File: src/rtl/prog_loader_pkg.sv
// Shared types and widths for the boot-time program loader.
// Pure declarations; no logic and no timing.
package prog_loader_pkg;

  localparam int BYTE_BITS  = 8;
  localparam int COUNT_BITS = 16;

  typedef enum logic [2:0] {
    CNT_HI,
    CNT_LO,
    DATA_HI,
    DATA_LO,
    WRITE,
    DONE,
    ERR
  } state_t;

endpackage

File: src/rtl/loader_timer.sv
// Clearable saturating inter-byte timeout counter; expired is decoded from the count register.
// No flow control: clr wins over inc, and the count holds once LIMIT is reached.
module loader_timer #(
  parameter int LIMIT = 1_000_000,
  parameter int W     = $clog2(LIMIT + 1)
) (
  input  logic core_clk,
  input  logic arst_n,
  input  logic clr,
  input  logic inc,
  output logic expired
);

  logic [W-1:0] cnt_q;

  assign expired = (cnt_q >= W'(LIMIT));

  always_ff @(posedge core_clk or negedge arst_n) begin
    if (!arst_n) begin
      cnt_q <= '0;
    end else if (clr) begin
      cnt_q <= '0;
    end else if (inc && !expired) begin
      cnt_q <= cnt_q + W'(1);
    end
  end

endmodule

File: src/rtl/prog_loader.sv
// UART-fed program loader: writes N 16-bit words to program memory, then releases the CPU reset.
// One write cycle per word; the optional inter-byte timeout is enabled by PROG_LOADER_TIMEOUT_EN.
module prog_loader #(
  parameter int ADDR_LENGTH    = 11,
  parameter int DATA_LENGTH    = 16,
  parameter int BYTE_BITS      = prog_loader_pkg::BYTE_BITS,
  parameter int TIMEOUT_CYCLES = 1_000_000
) (
  input  logic                   i_clock,
  input  logic                   i_reset,
  input  logic [BYTE_BITS-1:0]   i_rx_data,
  input  logic                   i_rx_done,
  output logic                   o_Wr,
  output logic [ADDR_LENGTH-1:0] o_Addr,
  output logic [DATA_LENGTH-1:0] o_Data,
  output logic                   o_cpu_reset,
  output logic                   o_done,
  output logic                   o_error
);

  import prog_loader_pkg::*;

  localparam int DEPTH = 1 << ADDR_LENGTH;

  state_t                 state_q, state_d;
  logic [COUNT_BITS-1:0]  remain_q, remain_d;
  logic [ADDR_LENGTH-1:0] addr_q, addr_d;
  logic [DATA_LENGTH-1:0] data_q, data_d;
  logic [COUNT_BITS-1:0]  count_full;
  logic                   timed_out;

`ifdef PROG_LOADER_TIMEOUT_EN
  logic tmr_inc;

  assign tmr_inc = (state_q == CNT_LO) || (state_q == DATA_HI) || (state_q == DATA_LO);

  loader_timer #(
    .LIMIT (TIMEOUT_CYCLES)
  ) u_timer (
    .core_clk (i_clock),
    .arst_n   (i_reset),
    .clr      (i_rx_done),
    .inc      (tmr_inc),
    .expired  (timed_out)
  );
`else
  assign timed_out = 1'b0;
`endif

  // The high count byte is parked in the remaining counter until the low byte arrives.
  assign count_full = {remain_q[COUNT_BITS-1 -: BYTE_BITS], i_rx_data};

  always_ff @(posedge i_clock or negedge i_reset) begin
    if (!i_reset) begin
      state_q  <= CNT_HI;
      remain_q <= '0;
      addr_q   <= '0;
      data_q   <= '0;
    end else begin
      state_q  <= state_d;
      remain_q <= remain_d;
      addr_q   <= addr_d;
      data_q   <= data_d;
    end
  end

  always_comb begin
    state_d  = state_q;
    remain_d = remain_q;
    addr_d   = addr_q;
    data_d   = data_q;
    case (state_q)
      CNT_HI: begin
        if (i_rx_done) begin
          remain_d[COUNT_BITS-1 -: BYTE_BITS] = i_rx_data;
          state_d = CNT_LO;
        end
      end
      CNT_LO: begin
        if (i_rx_done) begin
          remain_d = count_full;
          if (count_full == '0)
            state_d = DONE;
          else if (int'(count_full) > DEPTH)
            state_d = ERR;
          else
            state_d = DATA_HI;
        end else if (timed_out) begin
          state_d = ERR;
        end
      end
      DATA_HI: begin
        if (i_rx_done) begin
          data_d[DATA_LENGTH-1 -: BYTE_BITS] = i_rx_data;
          state_d = DATA_LO;
        end else if (timed_out) begin
          state_d = ERR;
        end
      end
      DATA_LO: begin
        if (i_rx_done) begin
          data_d[BYTE_BITS-1:0] = i_rx_data;
          state_d = WRITE;
        end else if (timed_out) begin
          state_d = ERR;
        end
      end
      WRITE: begin
        // Address wraps to 0 after a full-depth load; nothing reads it afterwards.
        addr_d   = addr_q + ADDR_LENGTH'(1);
        remain_d = remain_q - COUNT_BITS'(1);
        if (remain_q == COUNT_BITS'(1)) begin
          state_d = DONE;
        end else if (i_rx_done) begin
          data_d[DATA_LENGTH-1 -: BYTE_BITS] = i_rx_data;
          state_d = DATA_LO;
        end else begin
          state_d = DATA_HI;
        end
      end
      DONE, ERR: ;
      default: state_d = CNT_HI;
    endcase
  end

  assign o_Wr        = (state_q == WRITE);
  assign o_Addr      = addr_q;
  assign o_Data      = data_q;
  assign o_cpu_reset = (state_q != DONE);
  assign o_done      = (state_q == DONE);
  assign o_error     = (state_q == ERR);

endmodule
File: config.mk
export PLATFORM = sky130hd
export DESIGN_NAME = prog_loader
export DESIGN_NICKNAME = d
export VERILOG_FILES = /design/src/rtl/prog_loader_pkg.sv /design/src/rtl/loader_timer.sv /design/src/rtl/prog_loader.sv
export SDC_FILE = /design/constraint.sdc
export NUM_CORES = 1
export LEC_CHECK = 0
export ABC_AREA = 1
export CORE_UTILIZATION = 53
export DETAILED_ROUTE_END_ITERATION = 10
export GPL_TIMING_DRIVEN = 0
export PLACE_DENSITY = 0.88
export SKIP_CTS_REPAIR_TIMING = 1
export SYNTH_ARGS = -nofsm -noshare
export SYNTH_HDL_FRONTEND = slang
export SYNTH_SLANG_ARGS = --single-unit
File: constraint.sdc
create_clock -name i_clock -period 1.9 [get_ports i_clock]
set_clock_uncertainty 0.15 [all_clocks]
set_input_delay 0.38 -clock i_clock [delete_from_list [all_inputs] [get_ports i_clock]]
set_output_delay 0.38 -clock i_clock [all_outputs]
set_load 0.005 [all_outputs]
Yosys cells after proc, flatten, opt, wreduce, memory -nomap -nowiden
Cells that the tools add are included.
W data, S select, Z words.

storage, ports and cells
  flip-flop bits (word level) = 46
  bits in latches = 0
  memory bits (writable) = 0
  ROM bits = 0
  output and inout bits = 31
  logic and storage cells = 51
  memories = 0

cells by class
  add/subtract/negate cells = 2
  $mul = 0
  div/mod/pow operators = 0
  $lt $le $gt $ge = 1
  equality and inequality tests = 13
  shift-type cells = 0
  muxes and demuxes = 16
  bitwise logic cells = 2
  reductions and logical operators = 11

operators with widths
  kind                     number
  $mux W8                  4
  $pmux W8 S2              2
  $pmux W8 S3              1
  $mux W3                  7
  $pmux W3 S6              1
  $eq A16 B1 Y1 const B    1
  $gt A16 B12 Y1 const B   1
  $logic_not A16 Y1        1
  $sub A16 B1 Y16 const B  1
  $add A11 B1 Y11 const B  1
  $ne A2 B2 Y1 const B     5
  $eq A3 B3 Y1 const B     3
  $eq A3 B2 Y1 const B     2
  $reduce_and A2 Y1        3
  $reduce_bool A2 Y1       3
  $reduce_and A5 Y1        1
  $eq A3 B1 Y1 const B     1
  $logic_not A3 Y1         1
  $ne A3 B3 Y1 const B     1
  $reduce_and A3 Y1        1
  $not A1 Y1               2
  $reduce_or A2 Y1         1
  $mux W1                  1

Longest topological paths before layout
Gate-level depths: netlist (run 1).

  word-level depth = 5
  depth in mapped cells = 11

Worst setup path after synthesis (run 1)
Ideal clock, no wire load.

  kind = reg2reg
  start = register state_q[1]
  end = register addr_q[8] (netlist: o_Addr[8])
  arrival time = 1.225 ns
  path slack = 0.402 ns
  cell stages (with the launch flop) = 8
  path buffers = 0
  period minus slack after synthesis = 1.498 ns
  cells stage by stage = dfrtp_1 > inv_1 > nand2_2 > nor2_4 > nand2_1 > nor2_2 > nand4_1 > xnor2_1

on the way
  word-level cells in the longest chain between the ends = 1

RTL lines
  what                    RTL line           text
  start, declared         prog_loader.sv:25  state_t state_q, state_d;
  start signal, assigned  prog_loader.sv:60  state_q <= state_d;
  $eq A3 B3 Y1            prog_loader.sv:72  case (state_q)
  end signal, assigned    prog_loader.sv:62  addr_q <= addr_d;
  end, declared           prog_loader.sv:27  logic [ADDR_LENGTH-1:0] addr_q, addr_d;

No other way between the ends.
A chain may end at the register's enable or synchronous reset.

Worst setup path after layout (run 1)
  start = register state_q[1]
  end = output o_done

on the way
  word-level cells in the longest chain between the ends = 1

RTL lines
  what           RTL line            text
  $eq A3 B3 Y1   prog_loader.sv:130  assign o_done = (state_q == DONE);
  end, declared  prog_loader.sv:17   output logic o_done,

No other way between the ends.

==> qor.yml, run 1 <==
status: "finished, violations left"
violations: "setup timing"
grt_pass1_vias: 2182
synthArstFlopShare: 1.00
place_congestion: 0.947
max-clock-path-buffers: 2
use_met3: 0.0577
cts.clk_slew.worst_paths_ns: 0.09
arrival_ns: 1.58
met1_usage: 0.334
slowest_delay_ns: 0.51
synth_top_area_cell: "dfrtp_1"
cp_slowest_cell: "clkdlybuf4s50_1"
worstPathCellList: "inv_2, nand2_1, nor2_2, clkdlybuf4s50_1"
drv_slew: 0
htree_levels: 2
worst-path-max-fanout: 4
ys.flop_type: "dfrtp_1"
rsz0062_at_grt: "true"
regArea_sq_um: 1150
cts_tree: "built"
synthTopCellsByCount: "85 x nand2_1, 52 x nor2_1, 46 x dfrtp_1"
period_share: 1.11
synth_edf_count: 0
vdd_drop_max_mv: 0.677
die_w_um: 70.2
critPathRequiredTime_ns: 1.37
avgViaCountPerCell: 5.58
antenna_cells: 0
worst-path-buf-inv: 2
rr_worst_depth: 11
drive_above_1_share: 0.115
grt.busiest_layer: "met2"
synth.most_common_cell: "nand2_1"
yosysTopAreaCellShare: 0.467
initialDrtViolationCount: 161
end_kind: "primary output"
cts-root-buf: "clkbuf_8"
use_met2: 0.432
holdPathStages: 1
grt_pass1_wl_um: 9920
overflow: 0
p_per_area_nw_per_um2: 1500
pre_cts_ws_ns: -0.276
die_y_um: 70.2
crit_family: "buffers and inverters"
grt_max_degree: 27
worstMarginPinSlew_ns: 0.475
cts_buffers: 5
post-dp-hpwl_um: 4390
finalSetupTns_ns: -0.386
fill_cells: 301
path_depth: 4
die-area_sq_um: 4930
avgSynthCellArea_sq_um: 7.47
min-delay-path-class: "register to register"
vias: 2483
setup_viol: 2
port_buffers: 41
ioPinCount: 42
drc: 0
hold_viol: 0
multi_input_area_sq_um: 1160
drv_cap: 0
max_freq_mhz: 475
area_growth_pct: 32.2
startpoint_type: "register"
initial_core_util: 0.558
final_cells: 445
slew_headroom: 0.683
yosysSeqAreaShare: 0.467
grt_usage: 0.256
synth.net_count: 344
detail-route-antenna-nets: 0
leakage_nw: 1.56
yosys-top-cells-area: "dfrtp_1 47%, nand2_1 13%, nor2_1 7.9%"
path_class: "register to primary output"
fin_ws_ns: -0.206
wl_per_cell_um: 14.6
cts.sinks: 46
core_area_sq_um: 4410
fin_crit_ns: 2.11
synth_cells: 330
num-nets-final: 406
insertion_delay_ns: 0.31
syn_area_sq_um: 2460
grt_antenna_before_repair: 0
fp-row-count: 24
dp_cells: 424
firstDrtPassIters: 5
yosysWarnings: 0
ys_ff_latch: 46
synth.distinct_cells: 27
postRouteWirelength_um: 6500
## routing by layer
metal  part of all wire  wire [um]
met1               0.42       2730
met2               0.49       3210
met3              0.069        451
met4              0.017        109
met5                  0          0
## state kept, by name, indices dropped and copies added (netlist names)
register / cells
o_Data: 16
remain_q: 16
state_q: 3
o_Addr: 11
## metrics by stage
stage          utilization  hold WS (ns)  instance area (sq um)  power, W
4_1_cts              0.701        -0.114                   3090   0.00458
6_report             0.738         0.325                   3260   0.00489
2_1_floorplan            -       -0.0656                   2460   0.00287
3_5_place_dp         0.670         0.215                   2960   0.00369
5_1_grt              0.738         0.343                   3260   0.00522
3_3_place_gp         0.666         0.311                   2940   0.00361
## cell type report
class	instances	area share
plain buffers	6	0.0165
clock buffers	5	0.0211
clock inverters	3	0.0211
inverters	41	0.0472
multi-input cells	237	0.356
flip-flops and latches	46	0.353
well taps	52	0.0200
repair buffers	55	0.164
## cells in the final DEF, fill, tap and decap left out, drive strengths merged, types with 2 or more instances in the layout
cell / n
a21oi: 10
a22oi: 4
a31oi: 3
buf: 19
bufinv: 2
clkbuf: 7
clkdlybuf4s50: 37
dfrtp: 46
dlymetal6s2s: 2
ha: 3
inv: 41
nand2: 86
nand3: 16
nand4: 4
nor2: 57
nor3: 3
o21ai: 37
o22ai: 3
xnor2: 6
xor2: 3
## kinds of logic after synthesis
family / count (synthesis) / synth area share
xor gates and xnor gates: 9 / 0.0320
AOI/OAI and AO/OA: 59 / 0.130
adders and majority gates: 3 / 0.0152
and+or+nand+nor: 166 / 0.279
buffers and inverters: 47 / 0.0766
DFF: 46 / 0.467
## final timing paths
path	startpoint	end	slack [ns]
max	state_q[1]	o_done	-0.21
min	o_Addr[10]	o_Addr[10]	0.33
max reg2reg	state_q[0]	o_Data[13]	0.02
min reg2reg	o_Addr[10]	o_Addr[10]	0.33
max in group asynchronous	i_reset	remain_q[2]	0.69
min in group asynchronous	i_reset	o_Data[0]	0.40
## where the power goes
part / internal (W) / switching [W] / leakage, nW
sequential: 0.00138 / 0.000358 / 0.573
combinational: 0.00104 / 0.00123 / 0.921
clock: 0.000527 / 0.000352 / 0.0683
total: 0.00294 / 0.00194 / 1.56
(Power assumes the default switching activity.)
==> run 2, diff against run 1 <==
Settings changed: ABC_AREA 1 to unset.
==> run 2 against run 1 <==
The run still ends with setup timing left. Global-route usage grew 1.2 points. Highest routed layer unchanged. Die area is essentially flat. Power grew 11%. Register-to-register slack lost 0.33 ns. Fmax shrank 4.5%. Critical path depth grew 1. Synthesized area is essentially flat.
==> qor.yml, run 2 <==
status: "finished, violations left"
violations: "setup timing"
syn_area_sq_um: 2460
startpoint_type: "register"
cp_slowest_cell: "or4_4"
drv_slew: 0
setup_viol: 28
layout_common_cells: "40 x dfrtp_1, 35 x clkdlybuf4s50_1, 26 x buf_4, 16 x nor2_1"
avgSynthCellArea_sq_um: 10.3
max-clock-path-buffers: 2
die_y_um: 70.2
grt_max_degree: 27
ioPinCount: 42
rr_startpoint: "remain_q[2]"
drive_above_1_share: 0.339
synth_top_area_cell: "dfrtp_1"
die_w_um: 70.2
yosysWarnings: 0
pwr-share-comb: 0.540
worstSetupStartpoint: "remain_q[2]"
cpMostUsedCell: "or4_4"
detail-route-antenna-nets: 0
arrival_ns: 2.30
fin_crit_ns: 2.21
end_kind: "register"
synth.most_common_cell: "dfrtp_1"
die-area_sq_um: 4930
ys.flop_type: "dfrtp_1"
grt_antenna_before_repair: 0
grt_pass1_vias: 2113
drv_cap: 0
p_clk_frac: 0.111
worst-path-buf-inv: 1
initial_core_util: 0.558
vias: 2466
worstHoldStart: "o_Addr[10]"
core_area_sq_um: 4410
yosysTopAreaCellShare: 0.467
slew_headroom: 0.481
rr_worst_depth: 5
num-nets-final: 332
synth.distinct_cells: 53
drc: 0
path_depth: 5
dp_cells: 333
cts_tree: "built"
vdd_drop_max_mv: 0.917
cts_buffers: 5
grt_usage: 0.268
wl_per_cell_um: 20.9
final_cells: 371
avgViaCountPerCell: 6.65
worstPathCellList: "or4_4, buf_6, or4_4, o31ai_2, a22o_1"
place_congestion: 0.910
antenna_cells: 0
synth.net_count: 254
final_common_cell: "dfrtp_1"
holdPathStages: 1
hold_viol: 0
met1_usage: 0.351
leakage_nw: 1.51
port_buffers: 40
overflow: 0
postRouteWirelength_um: 7740
critPathRequiredTime_ns: 1.99
max_freq_mhz: 453
p_per_area_nw_per_um2: 1510
yosysSeqAreaShare: 0.467
fin_ws_ns: -0.306
use_met2: 0.434
htree_levels: 2
switching_share: 0.396
synthTopCellsByCount: "46 x dfrtp_1, 17 x nand2_1, 17 x nor2_1"
path_class: "register to register"
insertion_delay_ns: 0.31
worstMarginPinSlew_ns: 0.768
fill_cells: 236
yosys-top-cells-area: "dfrtp_1 47%, mux2_2 7.3%, o21ai_0 3.0%"
synthArstFlopShare: 1.00
intPower_w: 0.00329
area_growth_pct: 46.1
firstDrtPassIters: 5
fp-row-count: 24
cts.clk_slew.worst_paths_ns: 0.09
cts.sinks: 46
finalSetupTns_ns: -3.73
min-delay-path-class: "register to register"
grt.busiest_layer: "met2"
worst-path-max-fanout: 5
ys_ff_latch: 46
synth_edf_count: 0
grt_pass1_wl_um: 10300
initialDrtViolationCount: 259
reg2reg_slack_ns: -0.31
p_sw_w: 0.00216
use_met3: 0.0519
pre_cts_ws_ns: -0.554
seqPwrFrac: 0.349
crit_family: "simple AND/OR/NAND/NOR gates"
period_share: 1.16
synth_cells: 240
post-dp-hpwl_um: 4320
rsz0062_at_grt: "true"
slowest_delay_ns: 0.57
cts-root-buf: "clkbuf_8"
run 2: changes by cell type after synthesis, sizes merged, moves of 4 or more:
| cell | before | now |
|---|---|---|
| nand3 | 16 | 7 |
| nand4 | 4 | 8 |
| inv | 41 | 7 |
| o21ai | 37 | 15 |
| nor2 | 57 | 17 |
| nor3 | 3 | 7 |
| nor4 | 0 | 8 |
| a22oi | 4 | 0 |
| mux2 | 0 | 16 |
| nand2 | 86 | 17 |
run 2: area by class of cell:
type	count	area (sq um)	area share
clock buffer	6	72.6	0.0202
multi-input combinational	177	1450	0.404
inverter	7	33.8	0.00938
sequential	46	1160	0.322
clock inverter	2	13.8	0.00382
buffer	9	93.8	0.0261
tap	52	65.1	0.0181
timing repair buffer	72	709	0.197
run 2: logic make-up (layout without fill, tap and decap cells):
group	after synthesis	in the layout	synth area share
flip-flops	46	46	0.467
buffers and inverters	17	96	0.0366
multiplexers	17	17	0.0772
AND/OR/NAND/NOR	91	91	0.204
adder cells (fa/ha/maj)	3	3	0.0152
AO/OA/AOI/OAI	55	55	0.160
XOR/XNOR	11	11	0.0391
run 2: stage by stage:
stage | cell area [sq um] | hold slack (ns) | total power, W | utilization
finish | 3600 | 0.319 | 0.00544 | 0.815
global route | 3600 | 0.325 | 0.00570 | 0.815
CTS | 3080 | -0.109 | 0.00458 | 0.699
detailed placement | 3000 | 0.218 | 0.00398 | 0.679
global placement | 2980 | 0.306 | 0.00389 | 0.676
floorplan | 2520 | -0.0656 | 0.00310 | -
run 2: path summary, 6_finish.rpt:
path,endpoint
hold reg to reg,o_Addr[10]
setup reg to reg,remain_q[11]
max in group asynchronous,remain_q[0]
setup / recovery,remain_q[11]
min in group asynchronous,o_Addr[8]
hold / removal,o_Addr[10]
run 2: power groups by stage:
stage | Sequential, W | Clock, W | Combinational (W)
after global placement | 0.00183 | 0 | 0.00206
after detailed placement | 0.00184 | 0 | 0.00214
after CTS | 0.00183 | 0.000598 | 0.00214
after global routing | 0.00194 | 0.000645 | 0.00312
after floorplan | 0.00177 | 0 | 0.00133
final | 0.00190 | 0.000604 | 0.00294
run 2: routing by layer:
layer  vias up  routed length (um)  share of wire
met2       179                4000           0.52
met5         -                   0              0
met1      1202                2830           0.37
met4         0                 281          0.036
met3        39                 622          0.080
li1       1046                   -              -
==> run 3, diff against run 2 <==
Settings changed: CORE_UTILIZATION 53 to 50, GPL_TIMING_DRIVEN 0 to unset, PLACE_DENSITY 0.88 to 0.84, TNS_END_PERCENT set to 20.
==> run 3 against run 2 <==
The run still ends with setup timing left. Final cell count increased by 11%. Utilization decreased by 3.6 points. Power increased by 1.2%. Cell area increased by 2.3%. Wire length decreased by 7.9%. Setup slack improved by 0.18 ns. Clock-buffer cell count increased by 1. Critical path type unchanged. Critical endpoint is now remain_q[13]. Largest power group unchanged.
==> qor.yml, run 3 (same netlist as run 2, synthesis figures left out) <==
htree_levels: 2
arrival_ns: 2.06
detail-route-antenna-nets: 0
seqPwrFrac: 0.315
critPathCapture: "remain_q[13]"
worstSetupStartpoint: "remain_q[3]"
fin_crit_ns: 2.02
path_class: "register to register"
status: "finished, violations left"
drv_slew: 0
cts_tree: "built"
reg2reg_slack_ns: -0.12
avgViaCountPerCell: 5.86
area_growth_pct: 49.5
period_share: 1.06
worstHoldStart: "o_Addr[10]"
violations: "setup timing"
grt_pass1_wl_um: 10900
vdd_drop_max_mv: 0.982
die_w_um: 72.2
place_congestion: 0.929
max-clock-path-buffers: 2
rr_worst_depth: 4
antenna_cells: 0
grt_usage: 0.269
p_per_area_nw_per_um2: 1500
intPower_w: 0.00347
layout_common_cells: "56 x buf_4, 45 x dfrtp_1, 36 x clkdlybuf4s50_1, 17 x nand2_1, 17 x nor2_1"
grt_pass1_vias: 2329
port_buffers: 41
pwr-share-comb: 0.562
switching_share: 0.370
startpoint_type: "register"
hold_viol: 0
initial_core_util: 0.522
cts-root-buf: "clkbuf_8"
fp-row-count: 25
firstDrtPassIters: 4
worst-path-max-fanout: 4
drv_cap: 0
p_clk_frac: 0.122
end_kind: "register"
slew_headroom: 0.666
critPathRequiredTime_ns: 1.94
max_freq_mhz: 495
vias: 2407
r2r_end: "remain_q[13]"
ioPinCount: 42
drc: 0
rr_startpoint: "remain_q[3]"
fill_cells: 280
grt_max_degree: 47
initialDrtViolationCount: 216
die_y_um: 72.2
worstMarginPinSlew_ns: 0.496
p_sw_w: 0.00204
fin_ws_ns: -0.122
die-area_sq_um: 5210
wl_per_cell_um: 17.3
final_util: 0.780
grt_antenna_before_repair: 0
core_area_sq_um: 4720
cts.clk_slew.worst_paths_ns: 0.09
num-nets-final: 357
hold_slack_ns: 0.317
setup_viol: 14
cts.sinks: 46
overflow: 0
postRouteWirelength_um: 7130
cts_buffers: 5
insertion_delay_ns: 0.30
leakage_nw: 1.63
rsz0062_at_grt: "true"
post-dp-hpwl_um: 4780
drive_above_1_share: 0.340
final_common_cell: "buf_4"
min-delay-path-class: "register to register"
## run 3: cell types whose count changed in the layout (fill, tap and decap cells not counted), moves of 4 or more
cell / before / now
nand2_1: 12 / 17
dfrtp_2: 6 / 1
dfrtp_1: 40 / 45
buf_6: 9 / 5
buf_4: 26 / 56
nand2_2: 4 / 0
## run 3: power groups by stage
stage	clock, W	sequential, W	combinational, W
6_report	0.000675	0.00174	0.00310
5_1_grt	0.000712	0.00178	0.00330
4_1_cts	0.000677	0.00167	0.00270
3_5_place_dp	0	0.00168	0.00266
3_3_place_gp	0	0.00166	0.00257
2_1_floorplan	0	0.00175	0.00124
## run 3: layout make-up
type	count	area [sq um]	area share
Clock buffer	7	96.3	0.0262
Multi-Input combinational cell	177	1350	0.367
Tap cell	67	83.8	0.0228
Timing Repair Buffer	106	962	0.261
Inverter	7	28.8	0.00782
Sequential cell	46	1150	0.313
Clock inverter	1	8.76	0.00238
## run 3: layer usage
metal | up-vias | part of all wire | track usage
met1 | 1191 | 0.43 | 0.362
met5 | - | 0 | 0
met3 | 22 | 0.055 | 0.0500
met2 | 97 | 0.48 | 0.431
li1 | 1097 | - | -
met4 | 0 | 0.033 | 0.109
## run 3: worst min path at each step
| stage | cells past startpoint | slack (ns) | end |
|---|---|---|---|
| 2_1_floorplan | 0 | -0.07 | o_Addr[0] |
| 3_3_place_gp | 2 | 0.23 | o_Data[13] |
| 3_5_place_dp | 2 | 0.23 | o_Data[12] |
| 4_1_cts | 2 | -0.09 | o_Data[12] |
| 5_1_grt | 1 | 0.34 | o_Addr[10] |
| 6_report | 1 | 0.32 | o_Addr[10] |
## run 3: metrics by stage
| step | setup TNS (ns) | instances | setup slack [ns] | power (W) | cell area (sq um) |
|---|---|---|---|---|---|
| 2_1_floorplan | -1.21 | 240 | -0.173 | 0.00298 | 2460 |
| 3_3_place_gp | -3.20 | 393 | -0.124 | 0.00423 | 3340 |
| 3_5_place_dp | -3.88 | 393 | -0.141 | 0.00434 | 3340 |
| 4_1_cts | -3.32 | 401 | -0.435 | 0.00504 | 3440 |
| 5_1_grt | -2.53 | 411 | -0.179 | 0.00580 | 3680 |
| 6_report | -1.17 | 411 | -0.122 | 0.00551 | 3680 |
## run 3: worst max-delay path, cell delays in order, from the launching register on
cell,delay (ns)
dfrtp_1,0.41
or4_4,0.56
or4_4,0.45
o311ai_2,0.24
nand3_1,0.10
